$ cat src/rtl/babbage_pkg.sv
// Shared definitions for the finite-difference polynomial engine.
//   state_e      : controller states (IDLE, SEED, DIFF, RUN)
//   seed_cnt_w() : width of the Horner point/coefficient indices (0..DEG)
//   pass_cnt_w() : width of the difference-pass counter (1..DEG)
package babbage_pkg;

  typedef enum logic [1:0] {
    IDLE = 2'd0,
    SEED = 2'd1,
    DIFF = 2'd2,
    RUN  = 2'd3
  } state_e;

  // Bits needed to index n distinct values, never less than one.
  function automatic int cnt_w(input int n);
    return (n <= 2) ? 1 : $clog2(n);
  endfunction

  function automatic int seed_cnt_w(input int deg);
    return cnt_w(deg + 1);
  endfunction

  function automatic int pass_cnt_w(input int deg);
    return cnt_w(deg + 1);
  endfunction

endpackage

$ cat src/rtl/babbage_horner.sv
// Sequential Horner evaluator producing p(j) for j = 0, 1, 2, ...
// One multiply-add per step; DEG steps per point.
//   clk, rst : clock, synchronous active-high reset
//   load     : latch coef, restart at j = 0 with acc = a_DEG
//   step     : perform one multiply-add acc*j + a_i
//   coef     : a_i at bits [i*CW +: CW] (sampled on load only)
//   j        : point currently being evaluated
//   acc      : result of this cycle's multiply-add
//   done     : step completes p(j); acc then holds p(j)
module babbage_horner
  import babbage_pkg::*;
#(
  parameter int DEG = 3,
  parameter int CW  = 8,
  parameter int YW  = 32
) (
  input  logic                         clk,
  input  logic                         rst,
  input  logic                         load,
  input  logic                         step,
  input  logic [(DEG+1)*CW-1:0]        coef,
  output logic [seed_cnt_w(DEG)-1:0]   j,
  output logic [YW-1:0]                acc,
  output logic                         done
);

  localparam int JW = seed_cnt_w(DEG);

  logic [(DEG+1)*CW-1:0] coef_q;
  logic [CW-1:0]         a [0:DEG];
  logic [YW-1:0]         acc_q;
  logic [JW-1:0]         i_q;
  logic [JW-1:0]         j_q;

  always_comb begin
    for (int k = 0; k <= DEG; k++) a[k] = coef_q[k*CW +: CW];
  end

  always_comb begin
    acc  = acc_q * YW'(j_q);
    acc  = acc + YW'(a[i_q]);
    done = step && (i_q == '0);
    j    = j_q;
  end

  always_ff @(posedge clk) begin
    if (rst) begin
      coef_q <= '0;
      acc_q  <= '0;
      i_q    <= '0;
      j_q    <= '0;
    end else if (load) begin
      coef_q <= coef;
      acc_q  <= YW'(coef[DEG*CW +: CW]);
      i_q    <= JW'(DEG - 1);
      j_q    <= '0;
    end else if (step) begin
      if (i_q == '0) begin
        // Point finished: restart the chain for the next j.
        acc_q <= YW'(a[DEG]);
        i_q   <= JW'(DEG - 1);
        j_q   <= j_q + JW'(1);
      end else begin
        acc_q <= acc;
        i_q   <= i_q - JW'(1);
      end
    end
  end

endmodule

$ cat src/rtl/babbage_poly.sv
// Finite-difference polynomial engine: p(n) = sum a_i*n^i for n = 0..x.
// Seeds d[0..DEG] with p(0..DEG) by Horner, converts them to forward
// differences, then produces one value per cycle with additions only.
//   clk, rst : clock, synchronous active-high reset
//   start    : request, accepted when ready
//   mode     : 0 = only p(x); 1 = stream p(0..x)
//   x        : final argument (latched on accept)
//   coef     : a_i at bits [i*CW +: CW] (latched on accept)
//   ready    : engine idle
//   valid    : y holds a result
//   last     : with valid, y is p(x)
//   y        : result, 0 when not valid
module babbage_poly
  import babbage_pkg::*;
#(
  parameter int DEG = 3,
  parameter int CW  = 8,
  parameter int XW  = 8,
  parameter int YW  = 32
) (
  input  logic                  clk,
  input  logic                  rst,
  input  logic                  start,
  input  logic                  mode,
  input  logic [XW-1:0]         x,
  input  logic [(DEG+1)*CW-1:0] coef,
  output logic                  ready,
  output logic                  valid,
  output logic                  last,
  output logic [YW-1:0]         y
);

  localparam int JW = seed_cnt_w(DEG);
  localparam int PW = pass_cnt_w(DEG);

  state_e          state, state_nxt;
  logic [YW-1:0]   d [0:DEG];
  logic [XW-1:0]   n;
  logic [XW-1:0]   x_q;
  logic            mode_q;
  logic [PW-1:0]   m;

  logic            accept;
  logic            h_step;
  logic [JW-1:0]   h_j;
  logic [YW-1:0]   h_acc;
  logic            h_done;
  logic            at_end;

  assign accept = (state == IDLE) && start;
  assign h_step = (state == SEED);
  assign at_end = (n == x_q);

  babbage_horner #(
    .DEG (DEG),
    .CW  (CW),
    .YW  (YW)
  ) u_horner (
    .clk  (clk),
    .rst  (rst),
    .load (accept),
    .step (h_step),
    .coef (coef),
    .j    (h_j),
    .acc  (h_acc),
    .done (h_done)
  );

  always_ff @(posedge clk) begin
    if (rst) state <= IDLE;
    else     state <= state_nxt;
  end

  always_comb begin
    state_nxt = state;
    ready     = 1'b0;
    valid     = 1'b0;
    last      = 1'b0;
    y         = '0;
    case (state)
      IDLE: begin
        ready = 1'b1;
        if (start) state_nxt = SEED;
      end
      SEED: begin
        if (h_done && (h_j == JW'(DEG))) state_nxt = DIFF;
      end
      DIFF: begin
        if (m == PW'(DEG)) state_nxt = RUN;
      end
      RUN: begin
        valid = mode_q || at_end;
        last  = at_end;
        if (valid) y = d[0];
        if (at_end) state_nxt = IDLE;
      end
      default: state_nxt = IDLE;
    endcase
  end

  always_ff @(posedge clk) begin
    if (rst) begin
      n      <= '0;
      x_q    <= '0;
      mode_q <= 1'b0;
      m      <= '0;
      for (int k = 0; k <= DEG; k++) d[k] <= '0;
    end else begin
      case (state)
        IDLE: begin
          if (start) begin
            x_q    <= x;
            mode_q <= mode;
            n      <= '0;
            m      <= PW'(1);
          end
        end
        // Seed stage: d[j] <= p(j) as each Horner point completes.
        SEED: begin
          if (h_done) d[h_j] <= h_acc;
        end
        // Difference stage: pass m leaves d[0..m-1] final.
        DIFF: begin
          for (int k = 1; k <= DEG; k++) begin
            if (k >= int'(m)) d[k] <= d[k] - d[k-1];
          end
          m <= m + PW'(1);
        end
        // Run stage: d[0] is p(n); advance every difference by one step.
        RUN: begin
          for (int k = 0; k < DEG; k++) d[k] <= d[k] + d[k+1];
          n <= n + XW'(1);
        end
        default: ;
      endcase
    end
  end

endmodule

$ cat config.mk
export PLATFORM = sky130hd
export DESIGN_NAME = babbage_poly
export DESIGN_NICKNAME = d
export VERILOG_FILES = /design/src/rtl/babbage_pkg.sv /design/src/rtl/babbage_horner.sv /design/src/rtl/babbage_poly.sv
export SDC_FILE = /design/constraint.sdc
export NUM_CORES = 1
export LEC_CHECK = 0
export BUFFER_PORTS_ARGS = -buffer_cell sky130_fd_sc_hd__buf_2
export CORE_MARGIN = 8
export CORE_UTILIZATION = 45
export DETAILED_ROUTE_END_ITERATION = 8
export GPL_TIMING_DRIVEN = 0
export PLACE_DENSITY_LB_ADDON = 0.1
export SYNTH_ARGS = -nofsm -noshare
export SYNTH_HDL_FRONTEND = slang
export SYNTH_SLANG_ARGS = --single-unit
$ cat constraint.sdc
create_clock -name clk -period 4.5 [get_ports clk]
set_clock_uncertainty 0.05 [all_clocks]
set_input_delay 0 -clock clk [delete_from_list [all_inputs] [get_ports clk]]
set_output_delay 0 -clock clk [all_outputs]
set_load 0.005 [all_outputs]
==> results.toml, run 1 <==
[place]
dp_slack_ns = -2.35
dp_cells = 3213
numPortBuffers = 77
dp_hpwl_mm = 53.6
gp_congestion = 0.936

[status]
status = "finished with violations"
violations = "setup timing"

[route]
drc = 0
routedWlPerCell_um = 20.4
wirelength_mm = 68.6
drtIter0Drc = 1657
dr.pass1.iters = 6
ant_nets = 0
vias = 19600
viasPerCell = 5.81

[cts]
htree_levels = 1
cts_tree = "done"
cts-buffers-inserted = 27
cts.sinks = 217
cts-root-buf = "clkbuf_16"
clock_latency_ns = 0.57
clkTransAtPathRegs_ns = 0.06
cts_buffer_depth = 3

[worst_setup_path]
cp.arrival_ns = 4.87
critPathMaxFanout = 4
cp-startpoint = "d[0][5]"
worstSetupEndpointType = "flip-flop"
reg2reg_from = "d[0][5]"
critical_path_required_ns = 4.75
crit_chain = "or4_4 > nor2_4 > nand2_4 > or3_4 > xor2_1 > nor2_1 > a21oi_2 > ha_4 > or3_4 > o211ai_1 > a31oi_4 > a211o_1 > a31o_4 > a31oi_4 > o31a_1 > or3_1 > nand3_1"
critical_path_class = "flip-flop to flip-flop"
critPathSlowestCell = "or4_4"
slowest_delay_ns = 0.57
startpoint_type = "flip-flop"

[final_layout]
layout-drive-gt1-share_pct = 14.2
fin_cells = 3368
syn_to_final_growth_pct = 19.6
finish.net_count = 3029
antenna_cells = 0

[synth]
ys_ff_latch = 217
synthTopCellsByArea = "edfxtp_1, ha_1, dfxtp_1"
synth.most_common_cell = "a21oi_1"
ys_seq_area_share_pct = 27.3
yosysTopAreaCellShare_pct = 18.7
synth_edf_count = 128
syn_avg_cell_area_um2 = 8.11
synth_area_leader_cell = "edfxtp_1"
synth_area_um2 = 20600
synthTopCellsByCount = "a21oi_1, nand2_1, ha_1"
async_flop_share_pct = 0
synth_ff_type = "edfxtp_1"
synth_cell_type_count = 89
yosys_warnings = 0
syn_nets = 2818
syn_inst = 2536

[global_routing]
antenna_found_initial = 0
grt_pass1_wl_mm = 105
grt_max_degree = 33
grt_pass1_vias = 19000
track_usage_pct = 24.7
overflow = 0

[timing]
hold_violations = 0
finalWorstSetupSlack_ns = -0.119
max_freq_mhz = 217
tns_ns = -0.681
setup_viol = 17
fin_crit_sh_pct = 103
worst_pin_slew_ns = 1.17
layout_min_cycle_time_ns = 4.62
timing.slew.headroom_pct = 21.7
rsz0062_at_grt = "yes"
drv_slew = 0

[power_and_ir_drop]
power_density_nw_per_um2 = 544
peakVddDrop_v = 0.000297
leakagePower_nw = 10.6

[min_path]
hold_path.class = "primary input to flip-flop"
hp-start = "rst"

[floorplanning]
dieHeight_um = 230
dieArea_um2 = 52800
pin_count = 79
rows = 78
initial_core_util_pct = 45.4
die_x_um = 230
coreArea_um2 = 45300

[job]
maxCapViolCount = 0
==> worst paths after layout <==
kind | end | slack (ns) | cells after the start
setup reg to reg | d[1][31] | -0.12 | 17
setup / recovery | d[1][31] | -0.12 | 17
hold reg to reg | u_horner.coef_q[12] | 0.40 | 2
hold / removal | n[2] | 0.16 | 3
==> flip-flops by register name, summed over array words and instances (netlist names) <==
register         flops
mode_q               1
d                  128
u_horner.coef_q     32
state                2
u_horner.j           2
m                    2
x_q                  8
u_horner.acc_q      32
n                    8
u_horner.i_q         2
==> worst max-delay path, delay by kind of cell, from the launching register on <==
family | cells | cell delay, ns
simple gates | 8 | 1.78
xor+xnor | 1 | 0.15
fa+ha+maj | 1 | 0.26
flops | 1 | 0.41
compound gates | 7 | 1.68
==> layout by cell type, fill, tap and decap left out, types with 15 or more instances in the layout <==
| master | n |
|---|---|
| o211ai_1 | 15 |
| dlygate4sd3_1 | 42 |
| o21ai_0 | 113 |
| a31oi_1 | 15 |
| buf_2 | 86 |
| buf_6 | 21 |
| xor2_1 | 66 |
| nand2_1 | 252 |
| nor2b_1 | 41 |
| nand3_1 | 33 |
| dfxtp_1 | 86 |
| nor3_1 | 34 |
| a211oi_1 | 23 |
| o22ai_1 | 38 |
| nand2b_1 | 31 |
| xnor2_1 | 119 |
| edfxtp_1 | 128 |
| mux2i_1 | 19 |
| a21o_1 | 80 |
| o21bai_1 | 27 |
| clkbuf_1 | 91 |
| inv_1 | 124 |
| o21ai_1 | 21 |
| ha_1 | 213 |
| a21oi_1 | 274 |
| and2_1 | 101 |
| buf_4 | 47 |
| clkbuf_16 | 27 |
| nor2_1 | 216 |
| nand4_1 | 23 |
==> report_power, final <==
| group | total (mW) | switching [mW] | leakage (nW) | internal, mW |
|---|---|---|---|---|
| Clock | 2.32 | 0.944 | 0.448 | 1.38 |
| Combinational | 7.97 | 4.87 | 8.05 | 3.09 |
| Sequential | 3.11 | 0.469 | 2.06 | 2.64 |
==> final cells by class <==
type / count / area [um2]
fill: 4291 / 20700
clock inverter: 15 / 194
tap: 600 / 751
buffer: 115 / 510
timing repair buffer: 185 / 1380
multi-input combinational: 2074 / 14900
inverter: 127 / 480
sequential: 217 / 5630
clock buffer: 35 / 729
==> cell families after synthesis <==
kind of cell,share of synthesized area (%)
xor+xnor,8.60
compound gates,23.3
simple gates,19.4
fa+ha+maj,14.9
buf+inv,4.51
mux,1.91
flops,27.3
==> stage by stage <==
stage,area [um2],power (mW),utilization [%],hold WS (ns)
after floorplan,20600,8.55,-,0.0860
after global placement,21700,10.4,47.9,0.191
after detailed placement,21700,10.5,48.0,0.195
after CTS,23800,13.0,52.5,0.141
after global routing,24600,14.3,54.4,0.169
final,24600,13.4,54.4,0.161
==> routing by layer <==
layer	track usage, %	vias to the layer above	part of all wire (%)
met3	2.11	140	4.9
met4	9.86	0	4.0
met2	40.8	618	46
met1	33.2	9293	45
li1	-	9513	-
met5	0	-	0
==> repair_timing <==
item,CTS,global route
hold buffers,42,0
endpoints found under the setup margin,149,90
endpoints found under the hold margin,52,0
cloned,1,0
resized for setup,92,157
pin swaps,31,56
buffers inserted,37,28
Power figures use the tool's default switching activity.
==> run 2, diff against run 1 <==
--- a/config.mk
+++ b/config.mk
@@ -5,6 +5,7 @@
 export SDC_FILE = /design/constraint.sdc
 export NUM_CORES = 1
 export LEC_CHECK = 0
+export ABC_AREA = 1
 export BUFFER_PORTS_ARGS = -buffer_cell sky130_fd_sc_hd__buf_2
 export CORE_MARGIN = 8
 export CORE_UTILIZATION = 45
==> run 2 against run 1 <==
The run now ends clean. Core utilization is 3.1 points lower. Worst hold slack worse by 0.018 ns. Sequential power rose by 9.0%. Setup slack improved by 0.25 ns. Highest routed layer unchanged. Global-route usage rose by 9.2 points. Final cell count up 38%.
==> results.toml, run 2 <==
[final_layout]
final_cell_mix = "nand2_1, inv_1, nor2_1"
fillers = 5710
finish.net_count = 4233
largest_register_ffs = 128
finish.utilization_pct = 51.2
fin_cells = 4662
layout-drive-gt1-share_pct = 6.52
final-seq-area_um2 = 5630
top_register = "d"
multi_input_area_um2 = 15800
syn_to_final_growth_pct = 13.0
final_common_cell = "nand2_1"
largest_registers = "d: 128 flops, u_horner.acc_q: 32 flops, u_horner.coef_q: 32 flops"

[global_routing]
grt_pass1_wl_mm = 155
track_usage_pct = 33.9
overflow = 0
antenna_found_initial = 1
grt_max_degree = 33
grt_pass1_vias = 26000

[worst_setup_path]
cp-startpoint = "d[0][0]"
timing.reg2reg.setup_slack_ns = 0.13
cp_top_family = "simple AND/OR/NAND/NOR gates"
slowest_delay_ns = 0.43
cp_num_buf_inv = 2
r2r_cells = 19
rr_endpoint = "d[0][25]"
reg2reg_from = "d[0][0]"
critPathMaxFanout = 6
critPathSlowestCell = "ha_2"
worstSetupEndpointType = "flip-flop"
crit_chain = "inv_1 > ha_1 > nand3_1 > nor2_2 > nand3_1 > inv_1 > nand3_2 > nor2_4 > xor2_1 > o21ai_0 > ha_2 > nand2_1 > nor2_2 > nand2_1 > nand3b_1 > nand3_1 > nand3_1 > nand3_1 > nand2_1"
startpoint_type = "flip-flop"
path_common_cell = "nand3_1"
cp.arrival_ns = 4.64
critical_path_class = "flip-flop to flip-flop"
critical_path_required_ns = 4.77

[timing]
fin_crit_sh_pct = 97.2
finalWorstSetupSlack_ns = 0.127
rsz0062_at_grt = "yes"
max_freq_mhz = 229
layout_min_cycle_time_ns = 4.37
worst_pin_slew_ns = 1.24
setup_viol = 0
timing.slew.headroom_pct = 17.4
hold_violations = 0
drv_slew = 0

[cts]
clock_latency_ns = 0.61
cts-buffers-inserted = 28
clkTransAtPathRegs_ns = 0.06
cts.sinks = 217
cts_buffer_depth = 3
htree_levels = 1
cts-root-buf = "clkbuf_16"
cts_tree = "done"

[synth]
synthTopCellsByArea = "edfxtp_1, nand2_1, ha_1"
syn_nets = 4066
synth_edf_count = 128
ys_seq_area_share_pct = 23.8
synth_ff_type = "edfxtp_1"
synth_area_leader_cell = "edfxtp_1"
ys_ff_latch = 217
synth_area_um2 = 23700
synth_cell_type_count = 52
synth.most_common_cell = "nand2_1"
syn_inst = 3784
async_flop_share_pct = 0
yosys_warnings = 0
syn_avg_cell_area_um2 = 6.26
synthTopCellsByCount = "nand2_1, inv_1, nor2_1"
yosysTopAreaCellShare_pct = 16.2

[place]
numPortBuffers = 78
gp_congestion = 1.00
dp_slack_ns = -1.01
dp_hpwl_mm = 87.8
dp_cells = 4554

[floorplanning]
pin_count = 79
coreArea_um2 = 52200
die_x_um = 245
dieArea_um2 = 60200
rows = 84
initial_core_util_pct = 45.3
dieHeight_um = 245

[route]
routedWlPerCell_um = 22.6
drc = 0
viasPerCell = 5.63
dr.pass1.iters = 6
ant_nets = 0
wirelength_mm = 105
vias = 26300
drtIter0Drc = 2281

[min_path]
hold_depth = 4
hp-start = "coef[6]"
holdPathEnd = "u_horner.coef_q[6]"
hold_path.class = "primary input to flip-flop"

[power_and_ir_drop]
power_density_nw_per_um2 = 625
peakVddDrop_v = 0.000363
leakagePower_nw = 13.2

[job]
maxCapViolCount = 0

[status]
status = "completed"
[run 2: cell count changes after synthesis, sizes merged, moves of 72 or more]
cell	change
nand3	+223
and2	-97
a21o	-72
inv	+404
o21ai	+122
nand2	+717
xnor2	-106
nor2	+258
[run 2: worst max-delay path by stage]
stage | cells past startpoint | to | slack, ns
6_report | 19 | d[0][25] | 0.13
5_1_grt | 23 | d[0][28] | -0.03
4_1_cts | 16 | d[0][29] | -0.0002
3_5_place_dp | 20 | d[3][16] | -1.01
3_3_place_gp | 20 | d[3][16] | -0.92
2_1_floorplan | 19 | d[3][19] | 0.96
[run 2: tightest hold or removal path, delay by kind of cell]
kind                   cells  cell delay, ns
and+or+nand+nor            1            0.08
buffers and inverters      2            0.61
AOI/OAI and AO/OA          1            0.07
[run 2: area by class of cell]
class | instances | area share, %
clock inverter | 12 | 0.463
antenna | 1 | 0.00935
timing repair buffer | 138 | 3.74
inverter | 534 | 7.50
buffer | 96 | 1.74
sequential | 217 | 21.0
clock buffer | 40 | 3.18
multi-input combinational | 2936 | 59.1
tap | 688 | 3.22
[run 2: routing by layer]
layer	global-route usage (%)	up-vias	wire length, um
met5	0	-	0
met3	4.25	254	6950
met1	42.1	12200	43800
met4	17.6	0	6190
met2	57.3	983	48500
li1	-	12800	-
[run 2: timing repair]
| item | CTS | global route |
|---|---|---|
| endpoints found under the hold margin | 55 | 0 |
| resized for setup | 37 | 55 |
| pin swaps | 3 | 5 |
| setup endpoints to repair | 120 | 91 |
| setup buffers | 4 | 4 |
| hold buffers | 48 | 0 |
[run 2: through the flow]
step                      hold slack, ns    TNS, ns  area (um2)  total power [mW]
after floorplan                    0.116          0       23700              10.3
after CTS                          0.111  -0.000221       26600              16.3
after detailed placement           0.209     -57.94       25000              13.8
after global placement             0.203     -97.21       24900              13.8
after global routing               0.156    -0.0777       26700              17.9
final                              0.143          0       26800              16.7
[run 2: cells by family (layout without fill, tap and decap cells)]
group | count (synthesis) | after routing | synth area share, %
AO/OA/AOI/OAI | 707 | 707 | 16.2
XOR/XNOR | 93 | 93 | 3.44
adder cells (fa/ha/maj) | 238 | 238 | 13.0
buffers and inverters | 631 | 820 | 10.2
flip-flops | 217 | 217 | 23.8
multiplexers | 4 | 4 | 0.169
other | 0 | 1 | 0
AND/OR/NAND/NOR | 1894 | 1894 | 33.2
[run 2: report_power, final]
group | internal, mW | switching, mW
registers | 2.73 | 0.660
logic | 3.25 | 7.68
clock network | 1.38 | 1.02
total | 7.37 | 9.36
